--- src/rtl/seg_spin_decoder.sv ---
// Receive-side lock/lap/error decoder for the 36-step 7-segment spin pattern.
// Optional err_count output is enabled by defining SEG_SPIN_DECODER_ERRCNT_EN.
module seg_spin_decoder #(
    parameter int LOCK_LEN = 4,
    parameter int LAP_W    = 8
) (
    input  logic             CLK,
    input  logic             RST,
    input  logic             valid_in,
    input  logic [7:0]       seg_in,
    input  logic [3:0]       an_in,
    output logic             locked,
    output logic [5:0]       pos_idx,
    output logic             lap_pulse,
    output logic [LAP_W-1:0] lap_count,
    output logic             err_pulse
`ifdef SEG_SPIN_DECODER_ERRCNT_EN
    ,
    output logic [7:0]       err_count
`endif
);

    // state  | meaning
    // HUNT   | waiting for a sample equal to position 0
    // SYNC   | counting consecutive in-sequence samples toward LOCK_LEN
    // LOCK   | locked; tracking position, laps and deviations
    localparam logic [1:0] S_HUNT = 2'd0;
    localparam logic [1:0] S_SYNC = 2'd1;
    localparam logic [1:0] S_LOCK = 2'd2;

    localparam logic [5:0] LOCK_LEN_C = 6'(LOCK_LEN);

    function automatic logic [7:0] step_seg(input logic [3:0] step);
        case (step)
            4'd0:    step_seg = 8'h7F;
            4'd1:    step_seg = 8'hBF;
            4'd2:    step_seg = 8'hFD;
            4'd3:    step_seg = 8'hF7;
            4'd4:    step_seg = 8'hEF;
            4'd5:    step_seg = 8'hDF;
            4'd6:    step_seg = 8'hFD;
            4'd7:    step_seg = 8'hFB;
            default: step_seg = 8'h7F;
        endcase
    endfunction

    function automatic logic [3:0] dig_an(input logic [1:0] dig);
        case (dig)
            2'd0:    dig_an = 4'b1110;
            2'd1:    dig_an = 4'b1101;
            2'd2:    dig_an = 4'b1011;
            default: dig_an = 4'b0111;
        endcase
    endfunction

    logic [1:0]       state_q, state_d;
    logic [1:0]       dig_q, dig_d;
    logic [3:0]       step_q, step_d;
    logic [5:0]       cnt_q, cnt_d;
    logic             locked_q, locked_d;
    logic [5:0]       pos_q, pos_d;
    logic             lap_pulse_q, lap_pulse_d;
    logic [LAP_W-1:0] lap_count_q, lap_count_d;
    logic             err_pulse_q, err_pulse_d;
`ifdef SEG_SPIN_DECODER_ERRCNT_EN
    logic [7:0]       err_count_q, err_count_d;
`endif

    logic [5:0] exp_pos;
    logic       is_match;
    logic       is_pos0;

    // Expected pointer is kept as digit/step; exp_pos = digit*9 + step.
    assign exp_pos  = {1'b0, dig_q, 3'b000} + {4'b0000, dig_q} + {2'b00, step_q};
    assign is_match = (seg_in == step_seg(step_q)) && (an_in == dig_an(dig_q));
    assign is_pos0  = (seg_in == 8'h7F) && (an_in == 4'b1110);

    always_comb begin
        state_d     = state_q;
        dig_d       = dig_q;
        step_d      = step_q;
        cnt_d       = cnt_q;
        locked_d    = locked_q;
        pos_d       = pos_q;
        lap_pulse_d = 1'b0;
        lap_count_d = lap_count_q;
        err_pulse_d = 1'b0;
`ifdef SEG_SPIN_DECODER_ERRCNT_EN
        err_count_d = err_count_q;
`endif
        if (valid_in) begin
            if (state_q != S_HUNT && is_match) begin
                if (step_q == 4'd8) begin
                    step_d = 4'd0;
                    dig_d  = dig_q + 2'd1;
                end else begin
                    step_d = step_q + 4'd1;
                end
                if (state_q == S_LOCK) begin
                    pos_d = exp_pos;
                    if (exp_pos == 6'd0) begin
                        lap_pulse_d = 1'b1;
                        lap_count_d = lap_count_q + 1'b1;
                    end
                end else begin
                    cnt_d = cnt_q + 6'd1;
                    if (cnt_q + 6'd1 == LOCK_LEN_C) begin
                        state_d  = S_LOCK;
                        locked_d = 1'b1;
                        pos_d    = exp_pos;
                    end
                end
            end else begin
                if (state_q == S_LOCK) begin
                    err_pulse_d = 1'b1;
                    locked_d    = 1'b0;
                    pos_d       = 6'd0;
`ifdef SEG_SPIN_DECODER_ERRCNT_EN
                    if (err_count_q != 8'hFF) err_count_d = err_count_q + 8'd1;
`endif
                end
                // A rejected sample may itself be a fresh position 0.
                if (is_pos0) begin
                    dig_d  = 2'd0;
                    step_d = 4'd1;
                    cnt_d  = 6'd1;
                    if (LOCK_LEN == 1) begin
                        state_d  = S_LOCK;
                        locked_d = 1'b1;
                        pos_d    = 6'd0;
                    end else begin
                        state_d = S_SYNC;
                    end
                end else begin
                    state_d = S_HUNT;
                    dig_d   = 2'd0;
                    step_d  = 4'd0;
                    cnt_d   = 6'd0;
                end
            end
        end
    end

    always_ff @(posedge CLK) begin
        if (RST) begin
            state_q     <= S_HUNT;
            dig_q       <= 2'd0;
            step_q      <= 4'd0;
            cnt_q       <= 6'd0;
            locked_q    <= 1'b0;
            pos_q       <= 6'd0;
            lap_pulse_q <= 1'b0;
            lap_count_q <= '0;
            err_pulse_q <= 1'b0;
`ifdef SEG_SPIN_DECODER_ERRCNT_EN
            err_count_q <= 8'd0;
`endif
        end else begin
            state_q     <= state_d;
            dig_q       <= dig_d;
            step_q      <= step_d;
            cnt_q       <= cnt_d;
            locked_q    <= locked_d;
            pos_q       <= pos_d;
            lap_pulse_q <= lap_pulse_d;
            lap_count_q <= lap_count_d;
            err_pulse_q <= err_pulse_d;
`ifdef SEG_SPIN_DECODER_ERRCNT_EN
            err_count_q <= err_count_d;
`endif
        end
    end

    assign locked    = locked_q;
    assign pos_idx   = pos_q;
    assign lap_pulse = lap_pulse_q;
    assign lap_count = lap_count_q;
    assign err_pulse = err_pulse_q;
`ifdef SEG_SPIN_DECODER_ERRCNT_EN
    assign err_count = err_count_q;
`endif

endmodule
--- config.mk ---
export PLATFORM = sky130hd
export DESIGN_NAME = seg_spin_decoder
export DESIGN_NICKNAME = d
export VERILOG_FILES = /design/src/rtl/seg_spin_decoder.sv
export SDC_FILE = /design/constraint.sdc
export NUM_CORES = 1
export LEC_CHECK = 0
export BUFFER_PORTS_ARGS = -buffer_cell sky130_fd_sc_hd__buf_2
export CORE_ASPECT_RATIO = 0.9
export CORE_MARGIN = 5
export CORE_UTILIZATION = 56
export CTS_CLUSTER_DIAMETER = 120
export DETAILED_ROUTE_END_ITERATION = 6
export PLACE_DENSITY = 0.79
export SYNTH_ARGS = -nofsm -noshare
export SYNTH_HDL_FRONTEND = slang
export SYNTH_SLANG_ARGS = --single-unit
--- constraint.sdc ---
create_clock -name CLK -period 3.4 [get_ports CLK]
set_clock_uncertainty 0.2 [all_clocks]
set_input_delay 0.34 -clock CLK [delete_from_list [all_inputs] [get_ports CLK]]
set_output_delay 0.34 -clock CLK [all_outputs]
set_load 0.005 [all_outputs]
==> results of run 1 <==
-- cell families (layout without fill, tap and decap cells) --
logic type	after synthesis	after routing	synth area share
AND/OR/NAND/NOR	86	86	0.234
buffers and inverters	26	55	0.0504
adder cells (fa/ha/maj)	12	12	0.0730
AO/OA/AOI/OAI	70	70	0.242
XOR/XNOR	12	12	0.0487
flip-flops	38	38	0.352
-- metrics by stage --
stage	instance area, um^2	power, mW	std cells	util
finish	2430	0.819	319	0.650
floorplan	2160	0.489	244	-
global route	2430	0.856	319	0.650
global placement	2330	0.507	311	0.625
detailed placement	2330	0.508	311	0.625
CTS	2430	0.826	319	0.650
-- power breakdown --
group / switching (mW) / total (mW) / internal (mW)
sequential: 0.00223 / 0.449 / 0.446
combinational: 0.0309 / 0.0492 / 0.0183
clock: 0.159 / 0.321 / 0.163
total: 0.192 / 0.819 / 0.628
-- routing by layer --
layer / wire, um / share of wire / track usage / vias to the layer above
met5: 0 / 0 / 0 / -
met4: 32 / 0.0065 / 0.0655 / 0
met3: 366 / 0.074 / 0.0681 / 4
met2: 2170 / 0.44 / 0.298 / 61
met1: 2360 / 0.48 / 0.312 / 868
li1: - / - / - / 974
-- final timing paths --
check	slack, ns	from	cells past startpoint	end
setup / recovery	0.26	step_q[0]$_SDFFE_PP0P_	9	lap_count[3]$_SDFFE_PP0P_
hold / removal	0.27	pos_idx[5]$_SDFFE_PP0P_	1	pos_idx[5]$_SDFFE_PP0P_
setup reg to reg	0.26	step_q[0]$_SDFFE_PP0P_	9	lap_count[3]$_SDFFE_PP0P_
hold reg to reg	0.27	pos_idx[5]$_SDFFE_PP0P_	1	pos_idx[5]$_SDFFE_PP0P_
-- synthesized netlist by cell type (all sizes together), types with 2 or more instances --
master	count
and3	4
ha	11
and2	4
o2bb2ai	6
nor2b	2
xor2	6
nand4	6
nand3b	5
nor4	4
o31ai	10
nand2b	4
nor2	11
inv	14
a22oi	2
a21oi	19
nor3	11
buf	6
o21ai	10
xnor2	6
o211ai	2
dfxtp	38
a211oi	3
nand3	7
a32oi	4
o32ai	2
or3	2
and4	2
nand2	13
a31oi	3
clkbuf	6
or4	7
-- final cells by class --
cell class,count,share of cell area
multi-input cells,180,0.532
flip-flops and latches,38,0.314
repair buffers,33,0.0701
clock buffers,6,0.0340
well taps,46,0.0237
inverters,14,0.0217
clock inverters,2,0.00516
==> results.ini, run 1 <==
[outcome]
status=completed

[clock_tree]
cts_resized=0
clk-insertion-delay-late_ns=0.29
clkTransAtPathRegs_ns=0.07
post_cts.repair.setup_buffers=0
hold_buffers=0
cts_root_buf=clkbuf_8
clock_sinks=38
htreeDepth=2
cts_buffer_depth=2
cts_tree=yes
cts_buffers=5

[setup_path]
worst-setup-path-type=reg2reg
worstSetupEndpointType=flip-flop
cp_slowest_cell=or4_1
path_cells=ha_1 > inv_1 > fa_1 > inv_1 > a31oi_1 > xnor2_1 > nand4_1 > or4_1 > a21oi_1
worstPathMaxFanout=14
critPathLaunchType=flip-flop
worst-path-buf-inv=2
worst_ep_arrival_time_ns=3.15
cp_slowest_stage_delay_ns=0.63
worst_ep_required_time_ns=3.42
crit_family=simple AND/OR/NAND/NOR gates
cpMostUsedCell=inv_1

[grt]
grt_pass1_vias=1763
track_usage=0.215
grt_max_degree=31
grt_pass1_wl_um=8480
antenna_found_initial=0
grt.overflow.total=0

[sta]
clock.fmax_mhz=319
slew_headroom=0.605
slew_viol_final=0
rsz0062_at_grt=false
tns_ns=0
timing.final.ws_setup_ns=0.265
period_needed_ns=3.14
worst_pin_slew_ns=0.592
min_period_over_period=0.922
setup_violations=0
hold_violations=0
timing.hold.ws_ns=0.266

[layout]
num_antenna_cells=0
final_cell_mix=38 x dfxtp_1, 31 x buf_2, 19 x a21oi_1, 14 x inv_1, 13 x nand2_1
final_common_cell=dfxtp_1
seqCellArea_um2=761
layout-drive-gt1-share=0.194
multi_input_comb_area_um2=1290
final_nets=299
area_delta_synth_final_pct=12.3
fill_cells=333

[yosys]
synth_nets=271
ys_seq_elements=38
syn_area_um2=2160
synth.area.top_cells=dfxtp_1 35%, ha_1 6.4%, a21oi_1 4.4%, o31ai_1 3.5%, inv_1 2.4%
synth_top_area_share=0.352
ys.flop_type=dfxtp_1
yosys.area.top_type=dfxtp_1
ys_seq_area_frac=0.352
yosysUniqueCellTypes=55
yosysWarnings=0
synthCells=244
synth_area_per_cell_um2=8.85
async_flop_share=0
synth_edf_count=0

[power]
max-vdd-ir-drop_mv=0.282
power_density_nw_per_um2=338
cellLeakagePower_nw=0.900

[floorplan]
fp.dieW_um=75.5
io_pins=32
fp.dieArea_um2=5200
core_area_um2=3730
die_y_um=68.9
rows=21
initial_core_util=0.579

[placed_design]
hpwl_um=3680
place_congestion=0.797
portBuffers=31
post-place-ws_ns=0.323

[detailed_routing]
ant_nets=0
drcViolationCount=0
vias_per_cell=5.98
wl_per_cell_um=15.5
dr_total_vias=1907
drt_iter0_drc=113
first_pass_iters=4
drt_wl_total_um=4930

[worst_hold_path]
min_path_type=reg2reg

[job]
drv_cap=0

Note: power is estimated with default switching activity, not from simulation.
==> run 2, diff against run 1 <==
Settings changed: CORE_UTILIZATION 56 to 59, CTS_BUF_LIST from default to sky130_fd_sc_hd__clkbuf_8, PLACE_DENSITY 0.79 to 0.8, SETUP_SLACK_MARGIN from default to 0.5.
==> run 2 against run 1 <==
  * Worst hold slack improved by 0.0049 ns
  * Global-route usage up 1.0 points
  * Setup slack better by 0.31 ns
  * Cell area increased by 4.8%
  * Sequential cell count stayed put
  * Critical path depth unchanged
  * Die area shrank 4.4%
  * Combinational power grew 4.9%
  * Cell count grew 1.6%
==> results.ini, run 2 (synthesis results as in run 1) <==
[detailed_routing]
vias_per_cell=6.07
drt_iter0_drc=173
ant_nets=0
drcViolationCount=0
first_pass_iters=4
drt_wl_total_um=5180
wl_per_cell_um=16.0
dr_total_vias=1966

[clock_tree]
cts_root_buf=clkbuf_8
hold_buffers=0
cts_tree=yes
cts_buffer_depth=2
clock_sinks=38
cts_buffers=5
htreeDepth=2
clkTransAtPathRegs_ns=0.08
clk-insertion-delay-late_ns=0.29

[placed_design]
post-place-ws_ns=0.456
placed_cell_area_um2=2340
hpwl_um=3500
dp.cells=310
portBuffers=31
place_congestion=0.853

[power]
cellLeakagePower_nw=0.947
power_uw=959
max-vdd-ir-drop_mv=0.309
power_density_nw_per_um2=377

[setup_path]
timing.rr.start=dig_q[1]$_SDFFE_PP0P_
cp_slowest_stage_delay_ns=0.47
cp_slowest_cell=fa_1
worst_ep_required_time_ns=3.42
cpMostUsedCell=inv_1
r2r_cells=9
path_cells=inv_1 > fa_1 > inv_1 > a31oi_1 > xnor2_1 > nand4_1 > buf_4 > or4_1 > a21oi_1
worstPathMaxFanout=10
r2r-end=lap_count[6]$_SDFFE_PP0P_
worst_ep_arrival_time_ns=2.84
worst-setup-path-type=reg2reg
critPathLaunchType=flip-flop
rrSetupSlack_ns=0.58
worstSetupEndpointType=flip-flop

[sta]
clock.fmax_mhz=354
worst_pin_slew_ns=0.544
timing.final.ws_setup_ns=0.576
slew_headroom=0.636
period_needed_ns=2.82
hold_violations=0
rsz0062_at_grt=false
timing.hold.ws_ns=0.271
tns_ns=0
slew_viol_final=0
setup_violations=0
min_period_over_period=0.830

[layout]
fill_cells=273
final_area_um2=2540
seqCellArea_um2=764
layout-drive-gt1-share=0.236
area_delta_synth_final_pct=17.7
num_antenna_cells=0
multi_input_comb_area_um2=1310
final_nets=306
final_cells=324
final_cell_mix=35 x dfxtp_1, 31 x buf_2, 19 x a21oi_1, 14 x inv_1, 13 x nand2_1
fin_util=0.736
final_common_cell=dfxtp_1

[floorplan]
initial_core_util=0.625
die_y_um=67.4
core_area_um2=3450
fp.dieArea_um2=4970
io_pins=32
rows=20
fp.dieW_um=73.8

[grt]
grt.overflow.total=0
antenna_found_initial=0
grt_max_degree=31
track_usage=0.225
grt_pass1_wl_um=8660
grt_pass1_vias=1882

[worst_hold_path]
hold_path_depth=1
min_path_type=reg2reg
hold_path_end=pos_idx[1]$_SDFFE_PP0P_
min_from=pos_idx[1]$_SDFFE_PP0P_

[outcome]
status=completed

[job]
drv_cap=0

-- run 2: metal layers --
metal  wire length (um)  up-vias  track usage  share of wire
met5                  0        -            0              0
li1                   -      983            -              -
met2               2410       59        0.361           0.46
met4                 30        0       0.0588         0.0058
met3                312        4       0.0506          0.060
met1               2430      920        0.305           0.47
-- run 2: area by class of cell --
class                           instances  area share
Tap cell                               44      0.0217
Clock inverter                          3      0.0271
Multi-Input combinational cell        180       0.515
Sequential cell                        38       0.301
Inverter                               14      0.0207
Clock buffer                            5      0.0271
Timing Repair Buffer                   40      0.0876
-- run 2: power breakdown --
group	switching [mW]	internal, mW	leakage [nW]	total [mW]
clock network	0.165	0.294	0.0683	0.459
logic	0.0327	0.0189	0.571	0.0516
registers	0.00209	0.446	0.308	0.448
total	0.200	0.759	0.947	0.959
-- run 2: worst max-delay path by stage --
| stage | start | end | slack [ns] | cells past startpoint |
|---|---|---|---|---|
| CTS | dig_q[1]$_SDFFE_PP0P_ | pos_idx[3]$_SDFFE_PP0P_ | 0.54 | 9 |
| global route | dig_q[1]$_SDFFE_PP0P_ | lap_count[6]$_SDFFE_PP0P_ | 0.47 | 9 |
| global placement | step_q[0]$_SDFFE_PP0P_ | lap_count[4]$_SDFFE_PP0P_ | 0.49 | 9 |
| floorplan | dig_q[0]$_SDFFE_PP0P_ | flip-flop | 0.86 | 8 |
| finish | dig_q[1]$_SDFFE_PP0P_ | lap_count[6]$_SDFFE_PP0P_ | 0.58 | 9 |
| detailed placement | step_q[0]$_SDFFE_PP0P_ | lap_count[6]$_SDFFE_PP0P_ | 0.46 | 9 |
-- run 2: timing repair --
| action | CTS | global route |
|---|---|---|
| setup endpoints to repair | 11 | 15 |
| buffers inserted | 4 | 2 |
| resized for setup | 1 | 6 |
| pin swaps | 1 | 2 |
-- run 2: critical path: cells and delay by family (launching register included) --
kind,cells,cell delay (ns)
fa+ha+maj,1,0.47
xor+xnor,1,0.33
simple gates,2,0.61
buf+inv,3,0.44
flops,1,0.44
compound gates,2,0.25
